===== config.mk =====
export PLATFORM = sky130hd
export DESIGN_NAME = cpu_bus_responder
export DESIGN_NICKNAME = d
export VERILOG_FILES = /design/src/rtl/cpu_bus_responder.sv
export SDC_FILE = /design/constraint.sdc
export NUM_CORES = 1
export LEC_CHECK = 0
export CORE_MARGIN = 2
export CORE_UTILIZATION = 45
export CTS_BUF_LIST = sky130_fd_sc_hd__clkbuf_4
export DETAILED_ROUTE_END_ITERATION = 8
export PLACE_DENSITY = 0.83
export REMOVE_ABC_BUFFERS = 1
export SKIP_LAST_GASP = 1
export SLEW_MARGIN = 30
export SYNTH_ARGS = -nofsm -noshare
export SYNTH_HDL_FRONTEND = slang
export SYNTH_SLANG_ARGS = --single-unit

===== constraint.sdc =====
create_clock -name CLK -period 2 [get_ports CLK]
set_input_delay 0.2 -clock CLK [delete_from_list [all_inputs] [get_ports CLK]]
set_output_delay 0.2 -clock CLK [all_outputs]
set_load 0.02 [all_outputs]

===== src/rtl/cpu_bus_responder.sv =====
// cpu_bus_responder: bus target for the cpu_65816 core.
// Turns each valid CPU bus cycle into a single req/ack transaction on a
// generic memory backend, holding the CPU off with cpu_rdy until the data
// is back. Supports optional wait states before each request, relocation
// of vector pulls into a dedicated bank, and a sticky timeout error flag.
module cpu_bus_responder #(
  parameter int          WAIT_STATES = 0,      // 0..15 stall cycles before each request
  parameter int          TIMEOUT     = 64,     // 1..255 REQ cycles before abort
  parameter logic [7:0]  VECTOR_BANK = 8'h00,  // bank used for vector pulls from bank 00
  parameter logic [7:0]  OPEN_BUS    = 8'hFF   // read data returned on timeout
) (
  input  logic        CLK,
  input  logic        RST,
  // CPU side
  input  logic [23:0] cpu_addr,
  input  logic [7:0]  cpu_do,
  input  logic        cpu_we,
  input  logic        cpu_vda,
  input  logic        cpu_vpa,
  input  logic        cpu_vpb,
  output logic [7:0]  cpu_di,
  output logic        cpu_rdy,
  // backend side
  output logic        mem_req,
  output logic        mem_we,
  output logic [23:0] mem_addr,
  output logic [7:0]  mem_wdata,
  input  logic [7:0]  mem_rdata,
  input  logic        mem_ack,
  // error reporting
  input  logic        err_clr,
  output logic        bus_err
);

  typedef enum logic [1:0] {
    ST_IDLE,
    ST_WAIT,
    ST_REQ,
    ST_DONE
  } state_t;

  // Terminal counts; WAIT_LAST is never consulted when WAIT_STATES is 0.
  localparam logic [3:0] WAIT_LAST = 4'(WAIT_STATES - 1);
  localparam logic [7:0] TO_LAST   = 8'(TIMEOUT - 1);

  state_t     state;
  logic [3:0] wait_cnt;
  logic [7:0] to_cnt;

  logic cpu_access;
  logic vec_pull;

  // A valid data or program address means the CPU wants this bus cycle served.
  assign cpu_access = cpu_vda | cpu_vpa;
  // Vector fetches from bank 00 are steered into VECTOR_BANK.
  assign vec_pull   = !cpu_vpb && (cpu_addr[23:16] == 8'h00);

  // Ready is combinational so an idle/internal CPU cycle never stalls.
  assign cpu_rdy = (state == ST_DONE) || ((state == ST_IDLE) && !cpu_access);

  // Access sequencer: latch the CPU cycle, optionally wait, request, then hand back.
  // NOTE: all state here uses non-blocking assignments so every register
  // samples pre-edge values, regardless of statement order in the block.
  always_ff @(posedge CLK or posedge RST) begin
    if (RST) begin
      state     <= ST_IDLE;
      mem_req   <= 1'b0;
      mem_we    <= 1'b0;
      mem_addr  <= 24'h000000;
      mem_wdata <= 8'h00;
      cpu_di    <= OPEN_BUS;
      bus_err   <= 1'b0;
      wait_cnt  <= 4'd0;
      to_cnt    <= 8'd0;
    end else begin
      // Clear first; a timeout later in this block overrides it, so set wins.
      if (err_clr) bus_err <= 1'b0;

      case (state)
        ST_IDLE: begin
          if (cpu_access) begin
            mem_addr  <= vec_pull ? {VECTOR_BANK, cpu_addr[15:0]} : cpu_addr;
            mem_we    <= cpu_we;
            mem_wdata <= cpu_do;
            if (WAIT_STATES > 0) begin
              state <= ST_WAIT;
            end else begin
              state   <= ST_REQ;
              mem_req <= 1'b1;
            end
          end
        end

        ST_WAIT: begin
          if (wait_cnt == WAIT_LAST) begin
            wait_cnt <= 4'd0;
            state    <= ST_REQ;
            mem_req  <= 1'b1;
          end else begin
            wait_cnt <= wait_cnt + 4'd1;
          end
        end

        ST_REQ: begin
          // Ack is tested before the timeout so a same-cycle ack is accepted.
          if (mem_ack) begin
            if (!mem_we) cpu_di <= mem_rdata;
            mem_req <= 1'b0;
            state   <= ST_DONE;
          end else if (to_cnt == TO_LAST) begin
            if (!mem_we) cpu_di <= OPEN_BUS;
            bus_err <= 1'b1;
            mem_req <= 1'b0;
            state   <= ST_DONE;
          end else begin
            to_cnt <= to_cnt + 8'd1;
          end
        end

        ST_DONE: begin
          wait_cnt <= 4'd0;
          to_cnt   <= 8'd0;
          state    <= ST_IDLE;
        end

        default: state <= ST_IDLE;
      endcase
    end
  end

endmodule


# Word-level counts from Yosys, hierarchy flattened

Index checks and enable logic that the tools add are counted.

Register bits after elaboration: 57
Input bits: 48
Output and inout port bits: 44
Logic and storage cells: 64

Add/subtract/negate cells: 2
Equal/unequal tests: 12
Muxes and demuxes: 24
Bitwise gates (word level): 1
Reductions and logical operators: 16

Operator list:

| kind                  | number |
|---|---|
| $mux W8               | 6 |
| $mux W24              | 1 |
| $pmux W8 S2           | 1 |
| $ne A2 B2 Y1 const B  | 6 |
| $add A8 B1 Y8 const B | 1 |
| $eq A8 B6 Y1 const B  | 1 |
| $logic_not A8 Y1      | 1 |
| $mux W1               | 8 |
| $mux W2               | 4 |
| $pmux W2 S4           | 1 |
| $pmux W4 S2           | 1 |
| $reduce_and A4 Y1     | 2 |
| $reduce_and A3 Y1     | 2 |
| $reduce_bool A2 Y1    | 3 |
| $add A4 B1 Y4 const B | 1 |
| $eq A2 B2 Y1 const B  | 2 |
| $eq A4 B4 Y1 const B  | 1 |
| $mux W4               | 1 |
| $ne A3 B3 Y1 const B  | 1 |
| $pmux W1 S3           | 1 |
| $reduce_bool A3 Y1    | 1 |
| $eq A2 B1 Y1 const B  | 1 |
| $logic_and A1 B1 Y1   | 2 |
| $logic_not A1 Y1      | 2 |
| 4 further kinds       | 4 |

# Logic depth before layout (Yosys ltp)

Gate-level depths: netlist of the first run.

Depth in word-level cells: 4
Depth in mapped cells: 6
Gate-level depth less buffers: 5

# Worst setup path after synthesis of the first run

OpenSTA, ideal clock, no wires.

Path type: reg2reg
Start point: register to_cnt[0]
End point: register to_cnt[7]
Setup time: 0.124 ns
Arrival: 1.467 ns
Slack: 0.409 ns
Stages on the path, launching flop included: 6
Buffers on the path: 0
Clock period less this slack: 1.591 ns
Cells stage by stage: dfrtp_1 ha_1 and4bb_4 a21oi_4 o21ai_4 a211o_1

Longest elaborated chain between the ends: 4
Elaborated cells between the ends (all ways): 7
Classes of those cells: 1 x add/sub; 2 x eq/ne; 3 x mux; 1 x reduce/logical

RTL lines:

| element                  | RTL line | source |
|---|---|---|
| start: declaration       | 48       | `logic [7:0] to_cnt;` |
| start signal: assignment | 116      | `to_cnt <= to_cnt + 8'd1;` |
| $add A8 B1 Y8            | 116      |  |
| $mux W8                  | 110      | `end else if (to_cnt == TO_LAST) begin` |
| $mux W8                  | 106      | `if (mem_ack) begin` |
| $pmux W8 S2              | 79       | `case (state)` |

Parallel ways exist; a longest one is shown, timed or not. The select of a mux whose other input is x is not followed.
A chain may end at the register's enable or synchronous reset.

# Final worst setup path of the first run

Start point: register state[0]
End point: output port cpu_rdy

Longest elaborated chain between the ends: 3
Elaborated cells between the ends (all ways): 4
Classes of those cells: 1 x eq/ne; 3 x reduce/logical

RTL lines:

| element                  | RTL line | source |
|---|---|---|
| start: declaration       | 46       | `state_t state;` |
| start signal: assignment | 66       | `state <= ST_IDLE;` |
| start signal: assignment | 86       | `state <= ST_WAIT;` |
| start signal: assignment | 88       | `state <= ST_REQ;` |
| $logic_not A2 Y1         | 59       | `assign cpu_rdy = (state == ST_DONE) \|\| ((state == ST_IDLE) && !cpu_access);` |
| $logic_and A1 B1 Y1      | 59       |  |
| $logic_or A1 B1 Y1 *     | 59       |  |
| end: declaration         | 22       | `output logic cpu_rdy,` |

Mark *: on every way between the ends. The rest lies on a longest branch, timed or not.

==> metrics.md, run 1 <==
| Metric | Value |
|---|---|
| Layout area overhead | 45.54% |
| Root Driver | clkbuf_4 |
| # rows | 26 |
| DRC viols | 0 |
| Period minus WS final | 1.750 ns |
| CTS sink count | 57 |
| Area of the die | 5968 um^2 |
| Placed wire-length estimate | 3.959 mm |
| Count leader, synth | dfrtp_1 |
| CP Cell Sequence | mux2_2 > dlygate4sd2_1 |
| Initial Util | 0.4698 |
| Yosys Warn Count | 0 |
| Setup Fix Bufs, Post-CTS | 0 |
| Max Cap Viol | 0 |
| First-pass DRT Iterations | 4 |
| Port Buf Inserts | 90 |
| Slew margin rel. | 0.7130 |
| DRT iter0 DRCs | 89 |
| Clk_skew | 0.006417 ns |
| Share of the synthesized area in the top cell type | 0.5078 |
| Initial antenna violation count | 0 |
| WP data arrival | 1.55 ns |
| Layout fillers | 391 |
| F_max | 571.3 MHz |
| Post-synth cell types | 37 |
| Synth Flop Type | dfrtp_1 |
| Cell area after synthesis | 2415 um^2 |
| Final-report hold violation count | 0 |
| Least-Margin Pin Slew | 0.4297 ns |
| Drt via density | 5.159 |
| Final WL | 5.499 mm |
| Global-route wire length before repair | 9.356 mm |
| CP top delay family | flip-flops |
| Post-synth top area cell | dfrtp_1 |
| Post-synth EDFFs | 0 |
| R2r setup slk | 0.25 ns |
| Period utilization | 0.8751 |
| Max FO, Critical Path | 6 |
| Final max-slew violation count | 0 |
| Lkg Pwr | 1.497 nW |
| Top-Level Pins | 92 |
| CP Capture Type | primary output |
| Power density over the cells | 1534 nW/um^2 |
| Critical Path Source Type | flop |
| Vias | 1816 |
| Post-synthesis cell count | 178 |
| Nets | 327 |
| Core area | 5140 um^2 |
| Share of post-route cells with drive strength above 1 | 0.2305 |
| Req. time, crit path | 1.80 ns |
| Setup_tns | 0 ns |
| Antenna Nets Post-Route | 0 |
| Syn_area_per_cell | 13.57 um^2 |
| Max IR drop VDD | 1060 uV |
| Placed cells | 336 |
| CTS tree | yes |
| RSZ-0062 raised after global routing | no |
| Synth area leaders | dfrtp_1 (51%), mux2_2 (16%), dfstp_2 (8.7%), o22a_1 (2.9%), a211o_1 (2.2%) |
| GR Overflow Total | 0 |
| Final setup vio count | 0 |
| Sequential share of the synthesized area | 0.5948 |
| Commonest cells in the netlist | dfrtp_1 (49), mux2_2 (35), dfstp_2 (8), nand2_1 (8), o22a_1 (8) |
| GRT Resource Usage Total | 0.2065 |
| CP peak stage delay | 0.50 ns |
| FF+latch count, synth | 57 |
| Crit Path Class | reg -> out |
| Largest net degree at the start of global routing | 58 |
| CTS buffer count | 9 |
| Worst-skew pair later-pin latency | 0.37 ns |
| Max Buffers Root-to-Sink | 2 |
| Ant. Diodes | 0 |
| Post-route insts no fill | 352 |
| Clock-pin slew on the worst setup and hold paths | 0.09 ns |
| Status | complete, no violations |
| Async S/R FF share, synth | 1.000 |
| Number of global-route vias before repair | 1989 |
| Gp weighted congestion | 0.8102 |
| Slowest-stage cell, CP | dfrtp_1 |
| Die Y | 77.26 um |
| DIE WIDTH | 77.26 um |
| CTS H-tree lvls | 3 |
| Crit path buf inv count | 1 |
| Average wire per standard cell | 15.62 um |
| Hold Crit Class | in -> async |
## worst paths after layout
kind / from / to / cells past startpoint
worst max-delay path: state[0] / cpu_rdy / 2
worst min-delay path: RST / mem_wdata[2] / 3
worst max register to register: to_cnt[0] / to_cnt[3] / 5
worst min register to register: mem_addr[7] / mem_addr[7] / 1
max in group asynchronous: RST / cpu_di[5] / 3
min in group CLK: err_clr / bus_err / 2
## worst register-to-register path, cell delays in order (launching register included)
cell and delay (ns):
dfrtp_1 0.41, ha_1 0.27, and4bb_4 0.26, a211oi_2 0.43
and3_1 0.24, a211o_1 0.10
## kinds of logic after synthesis
group,count (synthesis),synth area share
DFF,57,0.5948
and+or+nand+nor,39,0.09016
muxes,36,0.1674
AOI/OAI and AO/OA,32,0.1109
buffers and inverters,12,0.02642
adders and majority gates,2,0.01036
## stage by stage
stage / utilization / instance area (um^2) / total power, mW / hold WS [ns] / worst slack [ns]
after floorplan: - / 2370 / 3.487 / 0.2911 / 0.3555
final: 0.6838 / 3515 / 5.390 / 0.1633 / 0.2498
after CTS: 0.6838 / 3515 / 5.443 / 0.1775 / 0.2245
after global placement: 0.6655 / 3421 / 4.725 / 0.4861 / 0.1326
after global routing: 0.6838 / 3515 / 5.714 / 0.2161 / 0.1333
after detailed placement: 0.6655 / 3421 / 4.809 / 0.4920 / 0.1113
## registers in the layout, indices dropped and copies added (netlist names)
name and cells:
bus_err 1, mem_we 1, mem_wdata 8, cpu_di 8, state 2, mem_req 1
mem_addr 24, to_cnt 8, wait_cnt 4
## cells in the final DEF, fill, tap and decap left out, types with 2 or more instances in the layout
cell and instances:
a21oi_1 2, buf_4 3, dfrtp_1 49, nor2_1 4
nand3_1 7, nand2_1 8, nand2b_1 2, nor3_1 6
clkinv_1 6, mux2_2 35, clkdlybuf4s50_1 89, clkbuf_4 9
inv_1 4, a21o_1 2, and3_1 5, a211o_1 6
o21ai_0 3, ha_1 2, dfstp_2 8, buf_12 2
o22ai_1 3, o22a_1 8
## power breakdown
group | switching, mW | total, mW | leakage, nW | internal, mW
Combinational | 1.30 | 2.74 | 0.760 | 1.45
Sequential | 0.306 | 2.02 | 0.682 | 1.71
Clock | 0.398 | 0.627 | 0.0547 | 0.229
## layer usage
metal	GRT usage	part of all wire
met3	0.1071	0.11
met2	0.3183	0.49
met1	0.2356	0.39
met4	0.1018	0.011
met5	0	0
## final cells by class
cell class                      count  area [um^2]  area share
Inverter                            5        18.77    0.005340
Multi-Input combinational cell    109        914.6      0.2602
Timing Repair Buffer               95        962.2      0.2738
Sequential cell                    57         1436      0.4087
Clock buffer                        9        67.56     0.01922
Tap cell                           70        87.58     0.02492
Clock inverter                      7        27.53    0.007832
## what timing repair did
action | CTS | global route
setup endpoints to repair | 1 | 0
hold buffers | 0 | 0
endpoints found under the hold margin | 0 | 0
gates resized for setup | 1 | 0
Power figures use the tool's default switching activity.
==> run 2, diff against run 1 <==
--- a/config.mk
+++ b/config.mk
@@ -8,6 +8,7 @@
 export CORE_MARGIN = 2
 export CORE_UTILIZATION = 45
 export CTS_BUF_LIST = sky130_fd_sc_hd__clkbuf_4
+export CTS_CLUSTER_DIAMETER = 150
 export DETAILED_ROUTE_END_ITERATION = 8
 export PLACE_DENSITY = 0.83
 export REMOVE_ABC_BUFFERS = 1
==> results of run 2 <==
The final DEF is identical to that of run 1; final timing and power are the same.
